### src/rtl/ex_muldiv_ctrl.sv
// Multi-cycle MULT/MULTU/DIV/DIVU sequencer owning HI/LO; 32 shift-add or restoring steps.
// Accept cycle + 32 steps stalled, commit on the edge into DONE; flush aborts, MFHI/MFLO read is combinational.
module ex_muldiv_ctrl #(
  parameter int ITERS = 32,
  parameter int CNT_W = 6
) (
  input  logic        clk,
  input  logic        rst_n,
  input  logic        valid,
  input  logic        flush,
  input  logic [31:0] instr,
  input  logic [31:0] rdata1,
  input  logic [31:0] rdata2,
  output logic        stall,
  output logic        busy,
  output logic [31:0] hilo_rdata,
  output logic [31:0] hi,
  output logic [31:0] lo
);
  typedef enum logic [1:0] {IDLE, MUL, DIV, DONE} state_t;

  state_t             state;
  logic [CNT_W-1:0]   cnt;
  logic [63:0]        acc;
  logic [31:0]        opb;
  logic               neg_q;
  logic               neg_r;

  logic [5:0] funct;
  logic       special;
  logic       is_mult, is_multu, is_div, is_divu, is_mthi, is_mtlo, is_mfhi, is_mflo;
  logic       is_signed, start, last;
  logic [31:0] a_abs, b_abs;

  assign funct    = instr[5:0];
  assign special  = (instr[31:26] == 6'h00);
  assign is_mfhi  = special && (funct == 6'h10);
  assign is_mthi  = special && (funct == 6'h11);
  assign is_mflo  = special && (funct == 6'h12);
  assign is_mtlo  = special && (funct == 6'h13);
  assign is_mult  = special && (funct == 6'h18);
  assign is_multu = special && (funct == 6'h19);
  assign is_div   = special && (funct == 6'h1A);
  assign is_divu  = special && (funct == 6'h1B);

  assign is_signed = is_mult || is_div;
  assign start = valid && !flush && (state == IDLE) && (is_mult || is_multu || is_div || is_divu);
  assign last  = (cnt == CNT_W'(ITERS - 1));
  assign a_abs = (is_signed && rdata1[31]) ? -rdata1 : rdata1;
  assign b_abs = (is_signed && rdata2[31]) ? -rdata2 : rdata2;

  // Multiply step: conditional add into the upper half, then shift the 65-bit value right.
  logic [32:0] msum;
  logic [63:0] mul_nx;
  assign msum   = {1'b0, acc[63:32]} + (acc[0] ? {1'b0, opb} : 33'd0);
  assign mul_nx = {msum, acc[31:1]};

  // Divide step: acc holds {remainder, dividend/quotient}; restore when the trial subtract borrows.
  logic [32:0] dsh;
  logic [33:0] ddiff;
  logic [63:0] div_nx;
  assign dsh    = {acc[63:32], acc[31]};
  assign ddiff  = {1'b0, dsh} - {2'b00, opb};
  assign div_nx = {(ddiff[33] ? dsh[31:0] : ddiff[31:0]), acc[30:0], ~ddiff[33]};

  logic [63:0] prod_fix;
  assign prod_fix = neg_q ? -mul_nx : mul_nx;

  logic unused_bits;
  assign unused_bits = ^{instr[25:6], ddiff[32]};

  always_comb begin
    stall = 1'b0;
    if (rst_n) begin
      case (state)
        IDLE:     stall = start;
        MUL, DIV: stall = !flush;
        default:  stall = 1'b0;
      endcase
    end
  end

  assign hilo_rdata = is_mfhi ? hi : (is_mflo ? lo : 32'd0);

  always_ff @(posedge clk or negedge rst_n) begin
    if (!rst_n) begin
      state <= IDLE;
      busy  <= 1'b0;
      cnt   <= '0;
      acc   <= '0;
      opb   <= '0;
      neg_q <= 1'b0;
      neg_r <= 1'b0;
      hi    <= '0;
      lo    <= '0;
    end else begin
      case (state)
        IDLE: begin
          if (start) begin
            cnt   <= '0;
            neg_q <= is_signed && (rdata1[31] ^ rdata2[31]);
            neg_r <= is_signed && rdata1[31];
            busy  <= 1'b1;
            if (is_mult || is_multu) begin
              state <= MUL;
              acc   <= {32'd0, b_abs};
              opb   <= a_abs;
            end else begin
              state <= DIV;
              acc   <= {32'd0, a_abs};
              opb   <= b_abs;
            end
          end else if (valid && !flush) begin
            if (is_mthi) hi <= rdata1;
            if (is_mtlo) lo <= rdata1;
          end
        end
        MUL, DIV: begin
          if (flush) begin
            state <= IDLE;
            busy  <= 1'b0;
            cnt   <= '0;
          end else begin
            acc <= (state == MUL) ? mul_nx : div_nx;
            cnt <= cnt + 1'b1;
            if (last) begin
              state <= DONE;
              busy  <= 1'b0;
              cnt   <= '0;
              if (state == MUL) begin
                hi <= prod_fix[63:32];
                lo <= prod_fix[31:0];
              end else begin
                lo <= neg_q ? -div_nx[31:0]  : div_nx[31:0];
                hi <= neg_r ? -div_nx[63:32] : div_nx[63:32];
              end
            end
          end
        end
        default: begin
          state <= IDLE;
          busy  <= 1'b0;
        end
      endcase
    end
  end
endmodule
### config.mk
export PLATFORM = sky130hd
export DESIGN_NAME = ex_muldiv_ctrl
export DESIGN_NICKNAME = d
export VERILOG_FILES = /design/src/rtl/ex_muldiv_ctrl.sv
export SDC_FILE = /design/constraint.sdc
export NUM_CORES = 1
export LEC_CHECK = 0
export CAP_MARGIN = 15
export CORE_ASPECT_RATIO = 1.25
export CORE_MARGIN = 2
export CORE_UTILIZATION = 64
export CTS_CLUSTER_SIZE = 28
export DETAILED_ROUTE_END_ITERATION = 6
export PLACE_DENSITY_LB_ADDON = 0.08
export SLEW_MARGIN = 0
export SYNTH_ARGS = -nofsm -noshare
export SYNTH_HDL_FRONTEND = slang
export SYNTH_SLANG_ARGS = --single-unit
### constraint.sdc
create_clock -name clk -period 7.8 [get_ports clk]
set_clock_uncertainty 0.15 [all_clocks]
set_input_delay 0.78 -clock clk [delete_from_list [all_inputs] [get_ports clk]]
set_output_delay 0.78 -clock clk [all_outputs]
set_load 0.05 [all_outputs]
# Word level (Yosys, flattened, before mapping)
# Cells that the tools add are included.
[totals] ff_bits=171 output_inout_bits=98 word_cells=111
[op_classes] add_sub_neg=8 eq_ne=19 mux=44 n_bitwise=2 n_reduce_logical=29
[ops] cell="two-way mux 32 bit" n=22
[ops] cell="two-way mux 64 bit" n=4
[ops] cell="negation 32 bit" n=4
[ops] cell="one-hot mux 32 bit (2 select lines)" n=2
[ops] cell="one-hot mux 64 bit (2 select lines)" n=1
[ops] cell="negation 64 bit" n=1
[ops] cell="== test 6 x 5 -> 1 bit (second input constant)" n=9
[ops] cell="subtractor 33 x 32 -> 34 bit" n=1
[ops] cell="adder 32 x 32 -> 33 bit" n=1
[ops] cell="two-way mux 6 bit" n=3
[ops] cell="logical AND 1 bit" n=14
[ops] cell="!= test 2 bit (second input constant)" n=7
[ops] cell="one-hot mux 6 bit (2 select lines)" n=1
[ops] cell="AND reduction 6 bit" n=2
[ops] cell="two-way mux 2 bit" n=4
[ops] cell="adder 6 x 1 -> 6 bit (second input constant)" n=1
[ops] cell="zero test 6 bit" n=1
[ops] cell="AND reduction 2 bit" n=3
[ops] cell="logical OR 1 bit" n=4
[ops] cell="two-way mux 1 bit" n=4
[ops] cell="one-hot mux 1 bit (2 select lines)" n=2
[ops] cell="one-hot mux 2 bit (2 select lines)" n=1
[ops] cell="!= test 3 bit (second input constant)" n=1
[ops] cell="AND reduction 3 bit" n=1
[ops] cell="other kinds (8)" n=8

# Depth between registers and ports, before layout
# Gate-level depths: netlist of run 1.
[depth] depth_word=8 ltp_mapped=21 ltp_nobuf=18

# Worst setup path before layout of run 1
# No wires, ideal clock.
[synth_timing] path_type="register to register" startpoint="register acc[35]" endpoint="register hi[20]" setup_time_ns=0.125 arrival_ns=4.884 setup_slack_ns=2.642 stages_incl_launch_ff=20 path_buffers=2 cell_sequence="dfrtp_1 -> ha_1 -> o211ai_1 -> a21oi_1 -> o211ai_1 -> a21o_1 -> a2111o_1 -> nand2_1 -> clkbuf_1 -> clkbuf_1 -> nand2_1 -> o21ai_0 -> ha_1 -> o2111ai_1 -> a22oi_1 -> nand4_1 -> and3_1 -> o21ai_0 -> o221ai_1 -> mux2_2"
[synth_between] elab_chain_len=8
[synth_lines] element="start, declared" line="24" rtl="logic [63:0] acc;"
[synth_lines] element="start signal, assigned" line="106" rtl="acc <= {32'd0, b_abs};"
[synth_lines] element="start signal, assigned" line="110" rtl="acc <= {32'd0, a_abs};"
[synth_lines] element="start signal, assigned" line="124" rtl="acc <= (state == MUL) ? mul_nx : div_nx;"
[synth_lines] element="subtractor 33 x 32 -> 34 bit" line="63" rtl="assign ddiff = {1'b0, dsh} - {2'b00, opb};"
[synth_lines] element="two-way mux 32 bit" line="64" rtl="assign div_nx = {(ddiff[33] ? dsh[31:0] : ddiff[31:0]), acc[30:0], ~ddiff[33]};"
[synth_lines] element="negation 32 bit" line="135" rtl="hi <= neg_r ? -div_nx[63:32] : div_nx[63:32];"
[synth_lines] element="two-way mux 32 bit" line="135"
[synth_lines] element="two-way mux 32 bit *" line="130" rtl="if (state == MUL) begin"
[synth_lines] element="two-way mux 32 bit *" line="126" rtl="if (last) begin"
[synth_lines] element="two-way mux 32 bit *" line="119" rtl="if (flush) begin"
[synth_lines] element="one-hot mux 32 bit (2 select lines) *" line="97" rtl="case (state)"
[synth_lines] element="end signal, assigned" line="114" rtl="if (is_mthi) hi <= rdata1;"
[synth_lines] element="end signal, assigned" line="131" rtl="hi <= prod_fix[63:32];"
[synth_lines] element="end signal, assigned" line="135"
[synth_lines] element="end, declared" line="17" rtl="output logic [31:0] hi,"
# Mark *: on every way between the ends. The rest lies on a longest branch, timed or not. The select of a mux whose other input is x is not followed.
# A chain may end at the register's enable or synchronous reset.

# Worst setup path after layout of run 1
[layout_timing] startpoint="register acc[31]" endpoint="register hi[24]"
# The elaborated chain is that of the path after synthesis.

==> reports/summary.txt, run 1 <==
CTS Sinks - 171
instance count on the critical path - 19
post-CTS sizing - 0
# IOs - 198
Slowest-stage cell, CP - dfrtp_1
Leak - 8.38 nW
Placed Cells - 2879
CTS tree - yes
H-Tree Depth - 4
count of input and output buffers - 177
layout cells sized above 1 - 5.01%
ys async rst share - 100%
Max Slew Vio Count - 0
via count - 19900
synth warn - 0
Die W - 155 µm
DP Area - 19900 µm²
Total Routing Usage GR - 44.4%
worst-path maximum fanout - 13
drt pass-1 iters - 6
startpoint types - flop
nets - 2718
FILL cells - 2370
Residual DRC - 0
total power per unit cell area - 375 nW/µm²
critical path's top delay family - compound AO/OA/AOI/OAI gates
slew at the pin with the worst max-slew slack - 1.19 ns
initial antenna violation count - 6
reg2reg path depth - 19
WS Path Type - reg -> reg
max cap viols - 0
RR Endpoint - hi[24]
total wire length - 67600 µm
wire per inst - 23.2 µm
Post-synth EDFFs - 0
first-pass GRT wire length - 102000 µm
Post-Layout Cell Count - 2914
Routed Antenna Nets - 0
Avg Cell Area, Syn - 7.30 µm²
CP required - 7.97 ns
Core ar. - 28300 µm²
Post-CTS Setup Inserts - 0
largest stage delay on the critical path - 0.56 ns
Crit path top cell by count - o21ai_0
Total Die Area - 30000 µm²
vias in the first global route - 18300
crit-path cells - inv_1, ha_1, nand2b_1, a21oi_1, o211ai_1, a21o_1, a2111o_1, buf_4, nand2_1, nand2_1, o21ai_0, ha_1, o2111ai_1, a22oi_1, nand4_1, o21ai_0, xor2_1, o22ai_1, o21ai_0
Hold Path Class - in -> async
post-DP HPWL - 51700 µm
unrepaired setup endpoints after global routing - no
initial drt markers - 2340
CTS Hold Bufs - 0
Finish-stage setup viols - 0
Hold Vio Cnt, Final - 0
Max Clock Freq - 156 MHz
clock buffer depth - 2
most common flop cell mapped by yosys - dfrtp_1
fin crit period - 6.41 ns
later-pin clock latency in the skew report - 0.46 ns
Seq/Total Area, Yosys - 23.4%
Seq cells post-synth - 171
Worst Path Arrival - 6.59 ns
Distinct cells, synth - 87
reg-to-reg setup timing slack - 1.39 ns
number of buffers inserted during clock tree synthesis - 17
r2r startpoint - acc[31]
area grow syn2layout - 12.0%
Final Util - 72.4%
Final period util - 82.2%
Cells after Synth - 2506
vias per cell - 6.84
Site Rows - 69
Setup TNS Final - 0 ns
largest net degree at the start of global routing - 101
clk slew on worst S/H paths - 0.08 ns
VDD IR max - 334 µV
Starting Density - 64.6%
grt ovf - 0
Post-Syn Area - 18300 µm²
design area - 20500 µm²
Post-Syn Nets - 2681
total power - 7.68 mW
Chip Height - 193 µm
Critical Path Sink Type - flop
routability cong. - 1.10
Buf+Inv Stages, Crit Path - 2
relative slew slack - 20.9%
CTS Root Cell - clkbuf_16
status - finished, final reports clean
worst reg2reg max path: stages, from the launching register on:
cell       delay (ns)
dfrtp_1          0.56
inv_1            0.15
ha_1             0.26
nand2b_1         0.22
a21oi_1          0.54
o211ai_1         0.40
a21o_1           0.35
a2111o_1         0.43
buf_4            0.20
nand2_1          0.42
nand2_1          0.10
o21ai_0          0.16
ha_1             0.27
o2111ai_1        0.16
a22oi_1          0.53
nand4_1          0.44
o21ai_0          0.32
xor2_1           0.13
o22ai_1          0.33
o21ai_0          0.15
metrics by stage:
| step | hold WS (ns) | setup slack (ns) |
|---|---|---|
| finish | 0.117 | 1.39 |
| global route | 0.152 | 1.17 |
| CTS | 0.135 | 1.69 |
| detailed placement | 0.320 | 1.73 |
| global placement | 0.313 | 1.85 |
| floorplan | 0.300 | 2.64 |
placed cells by master, fill, tap and decap left out, types with 16 or more instances in the layout:
cell type and n:
o31ai_1 37, o211ai_1 38, clkbuf_16 17, mux2i_1 70, dfrtp_1 170, nor3_1 26
nand4_1 22, nor2_1 253, xnor2_1 122, xor2_1 94, a21oi_1 224, a21o_1 29
nand2_1 352, or3_1 21, ha_1 71, a211oi_1 56, clkdlybuf4s50_1 175, a22o_1 21
buf_4 20, o21ai_0 291, nand3_1 33, inv_1 71, nand2b_1 26, mux2_2 31
a31oi_1 19, nor4_1 16
cell usage after synthesis, drive strengths merged (8+ instances only):
cell	n	area share (%)
nor3	28	0.83
nand2	353	7.2
o21a	8	0.33
o31ai	38	1.6
nor4	16	0.55
nor2	255	5.2
mux2	31	1.9
xnor2	122	5.8
o21bai	12	0.49
nand2b	26	0.89
and3	11	0.38
nand3	34	0.93
a31oi	19	0.65
inv	71	1.5
a21oi	224	6.1
buf	25	0.94
or3	23	0.80
dfrtp	171	23
nor2b	8	0.27
a22o	21	1.0
a21o	29	1.2
and2	14	0.48
a211oi	56	2.3
or2	14	0.48
o21ai	296	8.1
xor2	94	4.5
mux2i	70	3.8
clkbuf	153	3.5
o211ai	38	1.6
nand4	23	0.82
o41ai	14	0.71
or4	21	0.96
ha	73	5.0
a211o	9	0.43
power breakdown:
| group | leakage [nW] | switching [mW] | internal (mW) |
|---|---|---|---|
| Sequential | 2.24 | 0.379 | 1.15 |
| Combinational | 5.86 | 3.58 | 1.69 |
| Clock | 0.286 | 0.447 | 0.432 |
| Total | 8.38 | 4.41 | 3.28 |
sequential cells by signal, summed over array words and instances, names as in the netlist:
signal / cells
opb: 32
neg_r: 1
neg_q: 1
lo: 32
hi: 32
acc: 64
cnt: 6
busy: 1
state: 2
area by class of cell:
type / count / area (µm²) / area share (%)
inverters: 72 / 270 / 1.32
diodes: 3 / 7.51 / 0.0366
repair buffers: 197 / 1920 / 9.36
clock buffers: 17 / 425 / 2.07
multi-input cells: 2084 / 13000 / 63.3
clock inverters: 15 / 176 / 0.860
flip-flops and latches: 171 / 4280 / 20.9
well taps: 355 / 444 / 2.17
how the worst max path moves through the flow:
stage	endpoint	start	slack [ns]
after floorplan	hi[20]	acc[35]	2.64
after global placement	hi[20]	acc[31]	1.85
after detailed placement	hi[22]	acc[31]	1.73
after CTS	hi[22]	acc[31]	1.69
after global routing	hi[24]	acc[31]	1.17
final	hi[24]	acc[31]	1.39
routing by layer:
layer | routed length (µm) | GRT usage (%)
met1 | 24000 | 51.3
met2 | 31100 | 72.8
met3 | 6550 | 9.43
met4 | 5930 | 33.4
met5 | 13 | 0
logic make-up (layout without fill, tap and decap cells):
family,after synthesis,after routing,synth area share (%)
AOI/OAI and AO/OA,833,833,27.8
xor gates and xnor gates,216,216,10.3
adders and majority gates,75,75,5.21
buffers and inverters,251,301,5.99
DFF,171,171,23.4
muxes,102,102,5.86
other,0,3,0
and+or+nand+nor,858,858,21.4
Note: power is estimated with default switching activity, not from simulation.
==> run 2: changes to the inputs <==
--- a/config.mk
+++ b/config.mk
@@ -8,7 +8,7 @@
 export CAP_MARGIN = 15
 export CORE_ASPECT_RATIO = 1.25
 export CORE_MARGIN = 2
-export CORE_UTILIZATION = 64
+export CORE_UTILIZATION = 53
 export CTS_CLUSTER_SIZE = 28
 export DETAILED_ROUTE_END_ITERATION = 6
 export PLACE_DENSITY_LB_ADDON = 0.08
==> constraint.sdc (replaced) <==
create_clock -name clk -period 5.85 [get_ports clk]
set_clock_uncertainty 0.15 [all_clocks]
set_input_delay 0.585 -clock clk [delete_from_list [all_inputs] [get_ports clk]]
set_output_delay 0.585 -clock clk [all_outputs]
set_load 0.05 [all_outputs]
==> reports/summary.txt, run 2 (synthesis results as in run 1) <==
status - finished, final reports clean
area grow syn2layout - 14.3%
count of input and output buffers - 177 (unchanged)
total power per unit cell area - 497 nW/µm² (+33%)
# diodes - 0 (-3)
Core ar. - 34200 µm² (+21%)
largest reg by FF count - acc
worst-path maximum fanout - 9 (-4)
vias in the first global route - 18500 (+1.2%)
routability cong. - 1.01 (-8.1%)
Register Area - 4280 µm² (unchanged)
max cap viols - 0 (unchanged)
wire per inst - 23.5 µm (+1.4%)
H-Tree Depth - 4 (unchanged)
initial drt markers - 1977 (-16%)
Routed Antenna Nets - 0 (unchanged)
Final period util - 93.2% (+11 points)
post-DP HPWL - 55500 µm (+7.3%)
Residual DRC - 0 (unchanged)
Multi-input gate area - 13000 µm² (about the same)
Total Die Area - 36000 µm² (+20%)
number of buffers inserted during clock tree synthesis - 17 (unchanged)
WS Path Type - reg -> reg
Max Clock Freq - 183 MHz (+18%)
FILL cells - 3228 (+36%)
Setup TNS Final - 0 ns (unchanged)
Hold Vio Cnt, Final - 0 (unchanged)
Hold Path Class - reg -> reg
largest net degree at the start of global routing - 93 (-7.9%)
Max Slew Vio Count - 0 (unchanged)
Min-Delay Startpoint - opb[4]
vias per cell - 6.46 (-5.5%)
nets - 2757 (+1.4%)
final hold slack - 0.334 ns (+0.217 ns)
most common cell after layout, fill and taps aside - nand2_1
Chip Height - 212 µm (+9.7%)
CP required - 6.06 ns (-1.91 ns)
unrepaired setup endpoints after global routing - no
hold path endpoint - opb[4]
clk slew on worst S/H paths - 0.08 ns (about the same)
max reg flops - 64 (unchanged)
relative slew slack - 20.4% (-0.51 points)
Finish-stage setup viols - 0 (unchanged)
Final Util - 61.1% (-11 points)
Worst Path Arrival - 5.66 ns (-0.93 ns)
Post-CTS Setup Inserts - 0 (unchanged)
via count - 19500 (-2.0%)
later-pin clock latency in the skew report - 0.47 ns (about the same)
total wire length - 71100 µm (+5.2%)
CTS tree - yes
Leak - 8.59 nW (+2.5%)
r2r startpoint - acc[31]
CP Launch Point - acc[31]
Critical Path Sink Type - flop
clock buffer depth - 2 (unchanged)
Site Rows - 76 (+10%)
slew at the pin with the worst max-slew slack - 1.19 ns (+0.00758 ns)
drt pass-1 iters - 6 (unchanged)
Die W - 170 µm (+9.6%)
VDD IR max - 368 µV (+10%)
Total Routing Usage GR - 39.2% (-5.2 points)
reg2reg path depth - 17 (-2)
CTS Root Cell - clkbuf_16
most frequent cells in the layout - 352 x nand2_1, 291 x o21ai_0, 254 x nor2_1
grt ovf - 0 (unchanged)
startpoint types - flop
initial antenna violation count - 3 (-3)
layout cells sized above 1 - 6.44% (+1.4 points)
reg-to-reg setup timing slack - 0.40 ns (-0.99 ns)
CTS Sinks - 171 (unchanged)
Starting Density - 53.5% (-11 points)
fin crit period - 5.45 ns (-0.957 ns)
first-pass GRT wire length - 108000 µm (+5.0%)
RR Endpoint - hi[25]
hold path depth - 2
# IOs - 198 (unchanged)
-- run 2: cell count changes in the layout (fill, tap and decap cells not counted), sizes merged --
cell / change
clkinv: -2
diode: -3
buf: +38
inv: +3
dlygate4sd3: +1
clkbuf: +1
clkinvlp: -2
-- run 2: what timing repair did --
item / 4_1_cts / 5_1_grt
gates resized for setup: 0 / 2
endpoints found under the hold margin: 38 / 0
endpoints found under the setup margin: 0 / 5
hold buffers: 1 / 0
-- run 2: critical path, cell delays in order, from the launching register on --
cell,delay [ns]
dfrtp_1,0.52
inv_1,0.17
ha_1,0.25
fa_1,0.42
nand2b_1,0.19
a21oi_1,0.45
o2111ai_1,0.22
o311ai_0,0.15
buf_4,0.21
or3b_2,0.46
or4_1,0.55
o32ai_1,0.24
nand4_1,0.19
buf_4,0.20
o31ai_1,0.37
xnor2_1,0.17
o211ai_1,0.17
a22o_1,0.26
-- run 2: where the power goes --
part	leakage (nW)	switching [mW]	total, mW	internal [mW]
clock network	0.297	0.603	1.19	0.589
registers	2.24	0.511	2.05	1.53
logic	6.05	4.75	7.15	2.39
-- run 2: worst max-delay path by stage --
stage          slack [ns]  endpoint
3_3_place_gp         0.46    hi[22]
5_1_grt              0.15    hi[30]
2_1_floorplan        0.69    hi[20]
4_1_cts              0.36    hi[22]
6_report             0.40    hi[25]
3_5_place_dp         0.39    hi[22]
-- run 2: routing by layer --
| layer | up-vias | share of wire [%] | track usage (%) | wire (µm) |
|---|---|---|---|---|
| met5 | - | 0.038 | 0 | 27 |
| met4 | 4 | 6.5 | 23.5 | 4650 |
| met3 | 203 | 7.1 | 6.02 | 5030 |
| met2 | 873 | 48 | 66.3 | 34200 |
| met1 | 9333 | 38 | 47.0 | 27200 |
| li1 | 9135 | - | - | - |
-- run 2: cell type report --
| cell class | instances | share of cell area [%] |
|---|---|---|
| Inverter | 72 | 1.29 |
| Clock buffer | 18 | 2.10 |
| Sequential cell | 171 | 20.5 |
| Multi-Input combinational cell | 2084 | 62.1 |
| Tap cell | 429 | 2.57 |
| Clock inverter | 14 | 0.790 |
| Timing Repair Buffer | 236 | 10.7 |
-- run 2: per-stage QoR --
step	power [mW]	setup slack, ns	cells	instance area, µm²
2_1_floorplan	6.60	0.692	2506	18300
3_3_place_gp	8.90	0.458	2990	20300
3_5_place_dp	8.98	0.387	2990	20300
4_1_cts	10.2	0.356	3023	20900
5_1_grt	10.9	0.146	3024	20900
6_report	10.4	0.396	3024	20900
